==> config.mk <==
export PLATFORM = sky130hd
export DESIGN_NAME = instr_fetch_unit
export DESIGN_NICKNAME = d
export VERILOG_FILES = /design/src/rtl/proc_pkg.sv /design/src/rtl/fetch_timeout_ctr.sv /design/src/rtl/instr_fetch_unit.sv
export SDC_FILE = /design/constraint.sdc
export NUM_CORES = 1
export LEC_CHECK = 0
export CAP_MARGIN = 40
export CELL_PAD_IN_SITES_DETAIL_PLACEMENT = 0
export CELL_PAD_IN_SITES_GLOBAL_PLACEMENT = 2
export CORE_ASPECT_RATIO = 0.75
export CORE_MARGIN = 3
export CORE_UTILIZATION = 38
export CTS_CLUSTER_SIZE = 40
export DETAILED_ROUTE_END_ITERATION = 12
export DONT_BUFFER_PORTS = 1
export PLACE_DENSITY_LB_ADDON = 0.1
export SYNTH_ARGS = -nofsm -noshare
export SYNTH_HDL_FRONTEND = slang
export SYNTH_SLANG_ARGS = --single-unit
==> constraint.sdc <==
create_clock -name CLOCK_50 -period 4.1 [get_ports CLOCK_50]
set_input_delay 0.82 -clock CLOCK_50 [delete_from_list [all_inputs] [get_ports CLOCK_50]]
set_output_delay 0.82 -clock CLOCK_50 [all_outputs]
set_load 0.01 [all_outputs]
==> src/rtl/proc_pkg.sv <==
// Shared definitions for the 16-bit multicycle core: word sizes,
// the fetch-state encoding and instruction field positions.
package proc_pkg;

  localparam int unsigned WORD_W   = 16;
  localparam int unsigned OPCODE_W = 4;

  localparam logic [WORD_W-1:0] NOP_WORD = 16'h0000;

  typedef enum logic {
    IDLE = 1'b0,
    BUSY = 1'b1
  } fetchState_t;

  // Instruction field positions, shared with control and the register file
  localparam int unsigned OPCODE_HI = 15;
  localparam int unsigned OPCODE_LO = 12;
  localparam int unsigned RA_HI     = 11;
  localparam int unsigned RA_LO     = 8;
  localparam int unsigned RB_HI     = 7;
  localparam int unsigned RB_LO     = 4;
  localparam int unsigned RC_HI     = 3;
  localparam int unsigned RC_LO     = 0;

  function automatic logic [OPCODE_W-1:0] opcodeOf(input logic [WORD_W-1:0] word);
    return word[OPCODE_HI:OPCODE_LO];
  endfunction

endpackage

==> src/rtl/fetch_timeout_ctr.sv <==
// Cycle counter for an outstanding fetch: cleared when a fetch is
// launched, counts while waiting, flags the last permitted wait cycle.
module fetch_timeout_ctr #(
  parameter int unsigned TIMEOUT = 15
) (
  input  logic CLOCK_50,
  input  logic reset,
  input  logic clear,
  input  logic inc,
  output logic terminal
);

  logic [7:0] count;

  // Clear has priority so a new fetch always starts from zero
  always_ff @(posedge CLOCK_50) begin
    if (reset) begin
      count <= '0;
    end else if (clear) begin
      count <= '0;
    end else if (inc) begin
      count <= count + 8'd1;
    end
  end

  // Terminal on the TIMEOUT-th waiting cycle (count starts at 0)
  always_comb begin
    terminal = (count == 8'(TIMEOUT - 1));
  end

endmodule

==> src/rtl/instr_fetch_unit.sv <==
// Instruction fetch stage: issues a req/ack read at pc, loads the returned
// word into IR, and handles flush on redirect and memory timeout.
module instr_fetch_unit
  import proc_pkg::*;
#(
  parameter int unsigned       ADDR_W   = 16,
  parameter int unsigned       TIMEOUT  = 15,
  parameter logic [WORD_W-1:0] NOP_WORD = proc_pkg::NOP_WORD
) (
  input  logic              CLOCK_50,
  input  logic              reset,
  input  logic [15:0]       pc,
  input  logic              fetch_start,
  input  logic              flush,
  output logic [15:0]       instruction,
  output logic              fetch_done,
  output logic              fetch_err,
  output logic              busy,
  output logic [ADDR_W-1:0] mem_addr,
  output logic              mem_rd,
  input  logic              mem_ack,
  input  logic [15:0]       mem_rdata,
  output logic [15:0]       fetch_count
);

  fetchState_t       state;
  fetchState_t       nextState;
  logic              acceptStart;
  logic              takeAck;
  logic              abortTimeout;
  logic              timeoutTerminal;
  logic [15:0]       irQ;
  logic [ADDR_W-1:0] addrQ;
  logic              doneQ;
  logic              errQ;
  logic [15:0]       fetchCountQ;

  fetch_timeout_ctr #(
    .TIMEOUT(TIMEOUT)
  ) uTimeout (
    .CLOCK_50(CLOCK_50),
    .reset   (reset),
    .clear   (acceptStart),
    .inc     (state == BUSY),
    .terminal(timeoutTerminal)
  );

  // State register
  always_ff @(posedge CLOCK_50) begin
    if (reset) begin
      state <= IDLE;
    end else begin
      state <= nextState;
    end
  end

  // Next-state logic; in BUSY, flush beats ack, and ack beats timeout
  always_comb begin
    nextState    = state;
    acceptStart  = 1'b0;
    takeAck      = 1'b0;
    abortTimeout = 1'b0;
    unique case (state)
      IDLE: begin
        if (fetch_start && !flush) begin
          acceptStart = 1'b1;
          nextState   = BUSY;
        end
      end
      BUSY: begin
        if (flush) begin
          nextState = IDLE;
        end else if (mem_ack) begin
          takeAck   = 1'b1;
          nextState = IDLE;
        end else if (timeoutTerminal) begin
          abortTimeout = 1'b1;
          nextState    = IDLE;
        end
      end
      default: nextState = IDLE;
    endcase
  end

  // Outputs decoded from registered state and datapath registers only
  always_comb begin
    busy        = (state == BUSY);
    mem_rd      = (state == BUSY);
    mem_addr    = addrQ;
    instruction = irQ;
    fetch_done  = doneQ;
    fetch_err   = errQ;
    fetch_count = fetchCountQ;
  end

  // IR, address latch, completion pulses and completed-fetch counter
  always_ff @(posedge CLOCK_50) begin
    if (reset) begin
      irQ         <= NOP_WORD;
      addrQ       <= '0;
      doneQ       <= 1'b0;
      errQ        <= 1'b0;
      fetchCountQ <= '0;
    end else begin
      doneQ <= takeAck || abortTimeout;
      errQ  <= abortTimeout;
      if (acceptStart) begin
        addrQ <= pc[ADDR_W-1:0];
      end
      if (takeAck) begin
        irQ         <= mem_rdata;
        fetchCountQ <= fetchCountQ + 16'd1;
      end else if (abortTimeout) begin
        irQ <= NOP_WORD;
      end
    end
  end

endmodule

== Yosys cells after proc, flatten, opt, wreduce, memory -nomap -nowiden ==
Cells that the tools add are included.
Word-level totals
  word-level logic and storage cells: 31
  register bits after elaboration: 59
  bits of input ports: 37
  output and inout bits: 52
Operators by class
  bitwise gates (word level): 1
  eq/ne operators: 1
  reduce and logical (&&, ||, !) cells: 5
  add/sub/neg operators: 2
  mux-type cells: 15
Operator list (count)
  2-to-1 mux 16 bit: 2
  adder 16 x 1 -> 16 bit (second input constant): 1
  2-to-1 mux 1 bit: 12
  adder 8 x 1 -> 8 bit (second input constant): 1
  == test 8 x 4 -> 1 bit (second input constant): 1
  case mux 1 bit (2 select lines): 1
  nonzero test 2 bit: 1
  OR reduction 2 bit: 1
  logical AND 1 bit: 1
  logical NOT 1 bit: 1
  logical OR 1 bit: 1
  inverter 1 bit: 1

== Longest topological paths before layout ==
  depth after elaboration: 7
  depth in mapped cells: 7
  gate-level depth less buffers: 6

== Cells and area by module ==
From an unflattened synthesis, not the netlist that was laid out.
Unflattened totals
  cell total of the unflattened synthesis: 262
  area, all modules: 2352.3 sq um
By module, submodules not included
  instr_fetch_unit: times used 1, area each 1968.1 sq um, sequential area each 1021.0 sq um, cells an instance 220
  fetch_timeout_ctr: times used 1, area each 384.1 sq um, sequential area each 160.2 sq um, cells an instance 42

== Least setup slack after synthesis ==
No wires, ideal clock.
  kind: input port to flip-flop
  start point: input port flush
  end point: register fetchCountQ[15] (netlist: fetch_count[15])
  setup slack: 2.198 ns
  required time: 3.979 ns
  library setup time: 0.121 ns
  buffers on the path: 0
  stages: 4
  arrival: 1.781 ns
  cell sequence: nand4b_4 -> nor4_4 -> nand3_2 -> mux2_4
Between the ends
  cells in the longest elaborated chain, start to end: 2
Ends and longest elaborated chain
  start: declaration: RTL line instr_fetch_unit.sv:14  | input logic flush,
  2-to-1 mux 1 bit: RTL line instr_fetch_unit.sv:71  | if (flush) begin
  2-to-1 mux 1 bit: RTL line instr_fetch_unit.sv:63  | unique case (state)
  end signal: assignment: RTL line instr_fetch_unit.sv:112  | fetchCountQ <= fetchCountQ + 16'd1;
  end: declaration: RTL line instr_fetch_unit.sv:36  | logic [15:0] fetchCountQ;
No other way between the ends.
A chain may end at the register's enable or synchronous reset.

== Final worst setup path ==
  start point: register state (netlist: busy)
  end point: register uTimeout.count[1]
Between the ends
  cells in the longest elaborated chain, start to end: 2
Ends and longest elaborated chain
  start: declaration: RTL line instr_fetch_unit.sv:26  | fetchState_t state;
  start signal: assignment: RTL line instr_fetch_unit.sv:53  | state <= nextState;
  2-to-1 mux 1 bit: RTL line instr_fetch_unit.sv:63
  OR reduction 2 bit (no line)
  end signal: assignment: RTL line fetch_timeout_ctr.sv:22  | count <= count + 8'd1;
  end: declaration: RTL line fetch_timeout_ctr.sv:13  | logic [7:0] count;
Parallel ways exist; a longest one is shown, timed or not.

==> run metrics <==
status complete, no violations; mapped cell area 2317 um^2; clk root buf clkbuf_8; I/O pin cnt 89; # diodes 0; Worst-Skew Late Latency 0.33 ns; Detailed Routing Iterations Pass 1 4; die span in y 73.63 um; Post-DP HPWL 3735 um; die width 96.17 um; count of final hold-check violations 0; Critical-path top delay cell dfxtp_1; Ys Warns 0; Worst EP required 4.33 ns; vias in the first global route 1715; clock-pin slew on the worst setup and hold paths 0.06 ns; Gate power share 2.6%; unrepaired setup endpoints after global routing no; first-pass GRT wire length 8376 um; post-synthesis cell type count 38; CTS H-tree depth 3; Slew Viols, Final 0; Max clock buf depth 2; Filler cells 552; Synth Register Bits 59; Top Family by Delay on Critical Path simple AND/OR/NAND/NOR gates; Placed Cells 308; Finished Layout Cells 324; share of the synthesized area in the top cell type 50.97%; largest net degree at the start of global routing 38; initial antenna violation count 0; die area 7081 um^2; Leak 0.9421 nW; CP max stage delay 0.72 ns; Core ar. 5612 um^2; total of max-cap violations 0; drt total wl 5133 um; post-synthesis cell count 246; Area Growth Syn to Fin 9.827%; Post-Syn Nets 286; Congestion Overflow GR 0; Initial Utilization 41.29%; I/O Buffers 0; Setup Fix Bufs, Post-CTS 0; Pint 0.0009237 W; share of cells above drive strength 1 10.84%; vias 1696; Fin Setup TNS 0 ns; asr flop ratio synth 0%; WL/cell 15.84 um; crit path cell chain nor2_1 > nand2_1 > nand2b_1 > a211oi_1; Worst Setup End Kind flop; CTS sink cnt 59; CP bufs+invs 0; Final Cycle Share 50.31%; post-cts resize count 0; Worst slew margin 54.86%; Critical Path AT 2.30 ns; global placement routability congestion 0.7304; maximum vdd drop 0.0001818 V; CP max FO 17; nets 284; EDFF count, synth 0; Rows 23; Initial DRC Count 99; Setup violations, final 0; syn avg cell area 9.420 um^2; sequential element share of the synthesized area 50.97%; Worst Skew 0.005409 ns; leading area contributor after synthesis dfxtp_1; ANT nets after route 0; CTS buffer count 9; Switching Fraction 21.31%; Seq pwr share 51.1%; PwrDens 461.3 nW/um^2; TritonCTS clock tree yes; cts hold-fix bufs 0; CP Class reg2reg; min cycle time layout 2.063 ns; Vias/cell 5.235; # DRC 0; Fmax achieved 0.4848 GHz; Setup crit start kind flop; NetSw 0.0002502 W; Top FF cell, synth dfxtp_1; largest cells by area after synthesis dfxtp_1, nand2_1, a22o_1; overall routing resource usage 15.77%; clock power share 46.4%; Least-Margin Pin Slew 0.6771 ns; worst hold-check path type reg2reg
## area by class of cell
type	instances	area [um^2]	area share, %
Sequential cell	59	1181	46.41
Inverter	6	22.52	0.8850
Multi-Input combinational cell	168	1035	40.66
Tap cell	75	93.84	3.687
Clock buffer	12	165.2	6.490
Clock inverter	4	47.55	1.868
## flip-flops by register name (all words and copies together) (netlist names)
register and cells:
instruction 16, uTimeout.count 8, mem_addr 16, busy 1, fetch_err 1, fetch_done 1
fetch_count 16
## cells in the mapped netlist, types with 2 or more instances
library cell,instances
a21oi_1,20
a22o_1,16
and3_1,2
buf_2,3
buf_6,3
clkbuf_1,6
dfxtp_1,59
ha_1,3
inv_1,6
nand2_1,41
nand2b_1,2
nand3_1,4
nand4_1,7
nor2_1,26
nor3_1,3
nor4_1,6
xnor2_1,12
xor2_1,7
## layer usage
metal / track usage [%] / routed length [um]
met5: 0 / 0
met2: 24.56 / 2407
met3: 7.779 / 512
met4: 5.836 / 53
met1: 18.74 / 2160
## cells in the final DEF, fill, tap and decap left out, types with 3 or more instances in the layout
cell type	instances
a21oi_1	20
a22o_1	16
clkbuf_8	12
dfxtp_1	59
ha_1	3
inv_1	6
nand2_1	41
nand3_1	4
nand4_1	7
nor2_1	26
nor3_1	3
nor4_1	6
xnor2_1	12
xor2_1	7
## cells by family after synthesis
family / synth area share, %
compound gates: 12.37
xor+xnor: 7.181
fa+ha+maj: 1.620
buf+inv: 4.373
flops: 50.97
mux: 0.6478
simple gates: 22.84
## worst min-delay path, cell delays in order, from the launching register on
cell and delay [ns]:
dfxtp_1 0.34, nand2_1 0.06, a21oi_1 0.05
## per-stage QoR
stage	util (%)	worst slack (ns)	total power (W)	hold WS [ns]	cell area [um^2]
2_1_floorplan	-	2.198	0.0006428	0.4758	2317
3_3_place_gp	41.56	2.059	0.0006413	0.4859	2332
3_5_place_dp	41.56	2.004	0.0006433	0.4953	2332
4_1_cts	45.35	2.018	0.001195	0.5049	2545
5_1_grt	45.35	1.836	0.001230	0.5241	2545
6_report	45.35	2.037	0.001174	0.4993	2545
## power groups by stage
stage / logic, W / registers [W] / clock network [W]
6_report: 0.0000302 / 0.000600 / 0.000544
3_3_place_gp: 0.0000290 / 0.000612 / 0
3_5_place_dp: 0.0000306 / 0.000613 / 0
4_1_cts: 0.0000306 / 0.000600 / 0.000565
2_1_floorplan: 0.0000347 / 0.000608 / 0
5_1_grt: 0.0000358 / 0.000601 / 0.000593
## path summary, 6_finish.rpt
path,from,slack (ns),cells after the start,end
max,busy$_SDFF_PP0_,2.04,4,uTimeout.count[1]$_SDFFE_PP0P_
min,mem_addr[11]$_SDFFE_PP0P_,0.50,2,mem_addr[11]$_SDFFE_PP0P_
max reg2reg,busy$_SDFF_PP0_,2.04,4,uTimeout.count[1]$_SDFFE_PP0P_
min reg2reg,mem_addr[11]$_SDFFE_PP0P_,0.50,2,mem_addr[11]$_SDFFE_PP0P_
Power figures use the tool's default switching activity.
